===== config.mk =====
export PLATFORM = sky130hd
export DESIGN_NAME = prg_byte_buffer
export DESIGN_NICKNAME = d
export VERILOG_FILES = /design/src/rtl/prg_byte_buffer_pkg.sv /design/src/rtl/prg_byte_buffer_sync_fifo.sv /design/src/rtl/prg_byte_buffer.sv
export SDC_FILE = /design/constraint.sdc
export NUM_CORES = 1
export LEC_CHECK = 0
export CORE_MARGIN = 1
export CORE_UTILIZATION = 53
export DETAILED_ROUTE_END_ITERATION = 10
export PLACE_DENSITY = 0.79
export REMOVE_ABC_BUFFERS = 1
export SETUP_SLACK_MARGIN = 0.3
export SLEW_MARGIN = 15
export SYNTH_ARGS = -nofsm -noshare
export SYNTH_HDL_FRONTEND = slang
export SYNTH_SLANG_ARGS = --single-unit

===== constraint.sdc =====
create_clock -name clk -period 3.2 [get_ports clk]
set_input_delay 0.32 -clock clk [delete_from_list [all_inputs] [get_ports clk]]
set_output_delay 0.32 -clock clk [all_outputs]
set_load 0.01 [all_outputs]

===== src/rtl/prg_byte_buffer_pkg.sv =====
// Shared definitions for the PRG byte buffer: FSM state encodings
// and generator data widths.
package prg_byte_buffer_pkg;

    localparam int PRG_SEED_W  = 32;
    localparam int PRG_VALUE_W = 8;

    typedef enum logic [1:0] {
        IDLE    = 2'd0,
        REQ     = 2'd1,
        WAIT    = 2'd2,
        RELEASE = 2'd3
    } state_e;

endpackage


===== src/rtl/prg_byte_buffer_sync_fifo.sv =====
// sync_fifo: power-of-two synchronous FIFO with flush and a registered head.
// Ports: clk, reset (sync, active high), push/wdata, pop, flush,
//        head (entry at the read pointer), valid (non-empty), count.
module sync_fifo #(
    parameter int WIDTH = 8,
    parameter int DEPTH = 8
) (
    input  logic                     clk,
    input  logic                     reset,
    input  logic                     push,
    input  logic                     pop,
    input  logic                     flush,
    input  logic [WIDTH-1:0]         wdata,
    output logic [WIDTH-1:0]         head,
    output logic                     valid,
    output logic [$clog2(DEPTH):0]   count
);

    localparam int AW = $clog2(DEPTH);
    localparam logic [AW:0] FULL = (AW+1)'(DEPTH);

    logic [AW-1:0] rd_q, rd_d;
    logic [AW-1:0] wr_q, wr_d;
    logic [AW:0]   cnt_q, cnt_d;
    logic          vld_q;
    logic [WIDTH-1:0] mem_q [DEPTH];
    logic          do_push;
    logic          do_pop;

    // Flush wins over both push and pop in the same cycle.
    always_comb begin
        do_push = push && !flush && (cnt_q != FULL);
        do_pop  = pop && vld_q && !flush;
        rd_d    = rd_q;
        wr_d    = wr_q;
        cnt_d   = cnt_q;
        if (flush) begin
            rd_d  = '0;
            wr_d  = '0;
            cnt_d = '0;
        end else begin
            if (do_push) wr_d = wr_q + 1'b1;
            if (do_pop)  rd_d = rd_q + 1'b1;
            unique case ({do_push, do_pop})
                2'b10:   cnt_d = cnt_q + 1'b1;
                2'b01:   cnt_d = cnt_q - 1'b1;
                default: ;
            endcase
        end
    end

    always_ff @(posedge clk) begin
        if (reset) begin
            rd_q  <= '0;
            wr_q  <= '0;
            cnt_q <= '0;
            vld_q <= 1'b0;
            for (int i = 0; i < DEPTH; i++) mem_q[i] <= '0;
        end else begin
            rd_q  <= rd_d;
            wr_q  <= wr_d;
            cnt_q <= cnt_d;
            vld_q <= (cnt_d != '0);
            if (do_push) mem_q[wr_q] <= wdata;
        end
    end

    // A push into an empty FIFO lands at the read pointer, so the byte
    // is visible on head right after the write edge.
    assign head  = mem_q[rd_q];
    assign valid = vld_q;
    assign count = cnt_q;

endmodule


===== src/rtl/prg_byte_buffer.sv =====
// prg_byte_buffer: requests bytes from a start/done PRNG and buffers them
// for a valid/ready consumer.
// Ports: clk, reset (sync, active high); seed_in/seed_load (reseed + flush);
//        prg_start/prg_seed/prg_value/prg_done (generator side);
//        out_data/out_valid/out_ready (consumer); count; timeout_err (sticky).
module prg_byte_buffer
    import prg_byte_buffer_pkg::*;
#(
    parameter int DEPTH   = 8,
    parameter int TIMEOUT = 255
) (
    input  logic                    clk,
    input  logic                    reset,
    input  logic [PRG_SEED_W-1:0]   seed_in,
    input  logic                    seed_load,
    output logic                    prg_start,
    output logic [PRG_SEED_W-1:0]   prg_seed,
    input  logic [PRG_VALUE_W-1:0]  prg_value,
    input  logic                    prg_done,
    output logic [PRG_VALUE_W-1:0]  out_data,
    output logic                    out_valid,
    input  logic                    out_ready,
    output logic [$clog2(DEPTH):0]  count,
    output logic                    timeout_err
);

    localparam int CW = $clog2(DEPTH) + 1;
    localparam logic [CW-1:0] FULL     = CW'(DEPTH);
    localparam logic [15:0]   TMO_LAST = 16'(TIMEOUT - 1);

    state_e                  state_q, state_d;
    logic [PRG_SEED_W-1:0]   seed_q, seed_d;
    logic [15:0]             tmo_q, tmo_d;
    logic                    err_q, err_d;
    logic                    push;

    always_comb begin
        state_d = state_q;
        seed_d  = seed_q;
        tmo_d   = tmo_q;
        err_d   = err_q;
        push    = 1'b0;
        unique case (state_q)
            // Waiting for done low also covers a reset mid-request.
            IDLE: begin
                if (count < FULL && !prg_done) state_d = REQ;
            end
            REQ: begin
                state_d = WAIT;
                tmo_d   = '0;
            end
            WAIT: begin
                if (prg_done) begin
                    push    = 1'b1;
                    state_d = RELEASE;
                end else if (tmo_q == TMO_LAST) begin
                    err_d   = 1'b1;
                    state_d = IDLE;
                end else begin
                    tmo_d = tmo_q + 16'd1;
                end
            end
            RELEASE: begin
                if (!prg_done) state_d = IDLE;
            end
            default: state_d = IDLE;
        endcase
        // Reseed abandons any in-flight request; its result is dropped.
        if (seed_load) begin
            seed_d = seed_in;
            push   = 1'b0;
            if (state_q == REQ || state_q == WAIT) state_d = RELEASE;
        end
    end

    always_ff @(posedge clk) begin
        if (reset) begin
            state_q <= IDLE;
            seed_q  <= '0;
            tmo_q   <= '0;
            err_q   <= 1'b0;
        end else begin
            state_q <= state_d;
            seed_q  <= seed_d;
            tmo_q   <= tmo_d;
            err_q   <= err_d;
        end
    end

    sync_fifo #(
        .WIDTH (PRG_VALUE_W),
        .DEPTH (DEPTH)
    ) u_fifo (
        .clk   (clk),
        .reset (reset),
        .push  (push),
        .pop   (out_ready),
        .flush (seed_load),
        .wdata (prg_value),
        .head  (out_data),
        .valid (out_valid),
        .count (count)
    );

    assign prg_start   = (state_q == REQ);
    assign prg_seed    = seed_q;
    assign timeout_err = err_q;

endmodule


==> reports/metrics.yaml <==
drt:
  remaining_drc_errors: 0
  drtIter0Drc: 129
  wl_per_cell_um: 16.6
  firstDrtPassIters: 4
  viasPerCell: 5.33
  vias: 3838
  ant_nets: 0
  finalWirelength_um: 12000
cts:
  cts.sinks: 129
  clockBufferDepth: 2
  clkLatencyLatePin_ns: 0.52
  cts.clk_slew.worst_paths_ns: 0.06
  cts_tree: "yes"
  numCtsBuffers: 17
  cts_htree_levels: 4
  ctsHoldBuffers: 0
  cts_root_buf: "clkbuf_8"
run_status:
  status: "finished, final reports clean"
final_layout:
  n_fill_cell: 723
  fin_nets: 627
  drive_above_1_share: 0.128
  area_growth_pct: 27.9
  diodes: 0
power:
  clock_power_share: 0.423
  p_int_mw: 3.04
  p_sw_mw: 0.972
  switching_share: 0.242
  p_per_area_nw_per_um2: 548
  combPwrFrac: 0.119
  share_seq_of_total_power: 0.458
  irDropWorstVdd_uv: 320
  p_leak_nw: 2.78
global_routing:
  grt_overflow: 0
  grt_pass1_wl_um: 19600
  grt_max_degree: 47
  grtUsageTotal: 0.231
  grt_pass1_vias: 4005
  antenna_found_initial: 0
critical_path:
  cp-end-kind: "output pin"
  path_max_fanout: 16
  path_delay_family: "multiplexers"
  worst-path-buf-inv: 2
  max_stage_delay_ns: 0.57
  slowest_stage: "mux4_2"
  cp_cell_sequence: "buf_6 > mux4_2 > mux2_2 > clkdlybuf4s50_1"
  crit_type: "flop to output pin"
  cp_data_required_time_ns: 2.88
  cp.depth: 4
  arrival_ns: 2.46
  reg2reg_depth: 13
  crit_path_start_kind: "flop"
sta:
  maxSlewHeadroom: 0.563
  slew_violations: 0
  hold_viol_final: 0
  clock_skew_ns: 0.00524
  rsz0062_at_grt: "no"
  setup_tns_ns: 0
  max_freq_ghz: 0.359
  setup-violations-final: 0
  tightestPinTransition_ns: 0.653
  layout_min_cycle_time_ns: 2.78
  fin_crit_sh: 0.869
  whs_ns: 0.321
yosys:
  async_reset_ff_frac: 0
  synth_ff_type: "dfxtp_1"
  ys_warn_count: 0
  synthCells: 472
  netlist_area_um2: 5720
  syn_avg_cell_area_um2: 12.1
  seq_area_frac_synth: 0.564
  synth_edf_count: 64
  synth_cell_types: 47
  ys_ff_latch: 129
job:
  drv_cap: 0
worst_hold_path:
  min_path_cells: 5
  hp-class: "input pin to flop"
floorplan:
  core_area_um2: 10400
  dieArea_um2: 11200
  die_x_um: 106
  die_h_um: 106
  ioPinCount: 92
  rows: 37
  initial_core_util: 0.549
place:
  io_buffers: 91
  place_hpwl_um: 8140
  gp_congestion: 0.822
[what timing repair did]
| action | in CTS | in global routing |
|---|---|---|
| buffers inserted | 0 | 0 |
| endpoints found under the setup margin | 2 | 4 |
| resized for setup | 1 | 1 |
[layout by cell type, fill, tap and decap left out, types with 4 or more instances in the layout]
cell	synthesis	final
mux2i_1	34	34
dfxtp_1	65	64
mux4_2	16	16
xor2_1	15	15
inv_1	6	6
clkinv_1	0	4
nand3_1	7	7
or2_1	5	5
and2_1	65	65
xnor2_1	7	7
nand2_1	15	15
clkdlybuf4s50_1	0	90
clkbuf_16	0	16
o21ai_0	4	4
nor2_1	63	63
edfxtp_1	64	64
a21oi_1	10	10
ha_1	11	11
or2_2	5	5
nor3_1	5	5
buf_4	0	9
mux2_2	8	8
[logic make-up after synthesis]
family                   share of synthesized area
AND/OR/NAND/NOR                              0.192
flip-flops                                   0.564
multiplexers                                 0.138
AO/OA/AOI/OAI                               0.0304
buffers and inverters                       0.0179
XOR/XNOR                                    0.0337
adder cells (fa/ha/maj)                     0.0241
[worst min-delay path, delay by kind of cell]
kind / cells / cell delay, ns
xor gates and xnor gates: 1 / 0.06
buffers and inverters: 1 / 0.13
and+or+nand+nor: 3 / 0.28
[metal layers]
metal / track usage / part of all wire / vias to the layer above / wire [um]
met2: 0.387 / 0.51 / 117 / 6100
li1: - / - / 1867 / -
met5: 0 / 0 / - / 0
met4: 0.0625 / 0.0081 / 0 / 97
met3: 0.0872 / 0.065 / 14 / 781
met1: 0.280 / 0.42 / 1840 / 4980
[Yosys cell counts (3+ instances only)]
cell type / n / area share
edfxtp_1: 64 / 0.34
dfxtp_1: 65 / 0.23
o21ai_0: 4 / 0.0035
or3_1: 3 / 0.0033
a21oi_1: 10 / 0.0088
and2_1: 65 / 0.071
inv_1: 6 / 0.0039
and3_1: 3 / 0.0033
nor3_1: 5 / 0.0044
mux2_2: 8 / 0.016
ha_1: 11 / 0.024
mux4_2: 16 / 0.063
nor4_1: 3 / 0.0033
nand2_1: 15 / 0.0098
xor2_1: 15 / 0.023
clkbuf_1: 18 / 0.012
nand2b_1: 3 / 0.0033
nor2_1: 63 / 0.041
nand3_1: 7 / 0.0061
o211ai_1: 3 / 0.0039
or2_2: 5 / 0.0055
xnor2_1: 7 / 0.011
or2_1: 5 / 0.0055
mux2i_1: 34 / 0.060
nor3b_2: 3 / 0.0066
[through the flow]
stage / power, mW / area, um2 / setup slack [ns] / cells / utilization
global route: 4.15 / 7310 / 0.305 / 720 / 0.702
detailed placement: 2.34 / 6790 / 0.292 / 688 / 0.652
CTS: 4.03 / 7310 / 0.324 / 720 / 0.702
floorplan: 2.11 / 5640 / 0.741 / 451 / -
global placement: 2.33 / 6790 / 0.402 / 688 / 0.652
finish: 4.01 / 7310 / 0.418 / 720 / 0.702
[state kept, by name, summed over array words and instances, names as in the netlist, named ones only]
signal and flops:
state_q 2, tmo_q 16, timeout_err 1, u_fifo.count 4, u_fifo.mem_q 64, u_fifo.valid 1, prg_seed 32, u_fifo.wr_q 3
u_fifo.rd_q 3
[path summary, 6_finish.rpt]
path,startpoint,endpoint,slack (ns)
setup reg to reg,state_q[0]$_SDFF_PP0_,u_fifo.valid$_SDFF_PP0_,0.59
setup / recovery,flop,out_data[5],0.42
hold / removal,seed_load,u_fifo.rd_q[2]$_SDFFE_PP0N_,0.32
hold reg to reg,timeout_err$_SDFFE_PP0P_,timeout_err$_SDFFE_PP0P_,0.47
[final cells by class]
cell class                 instances  area [um2]  share of cell area
inverter                           6        22.5             0.00308
sequential                       129        3220               0.441
tap                              136         170              0.0233
timing repair buffer             101         985               0.135
multi-input combinational        316        2390               0.327
clock buffer                      20         425              0.0582
clock inverter                    12        92.6              0.0127
[power by group through the flow]
stage               registers [mW]  logic [mW]  clock network, mW
floorplan                     1.87       0.233                  0
global placement              1.87       0.458                  0
detailed placement            1.87       0.473                  0
CTS                           1.84       0.479               1.72
global route                  1.85       0.520               1.79
finish                        1.84       0.476               1.70
Power figures use the tool's default switching activity.
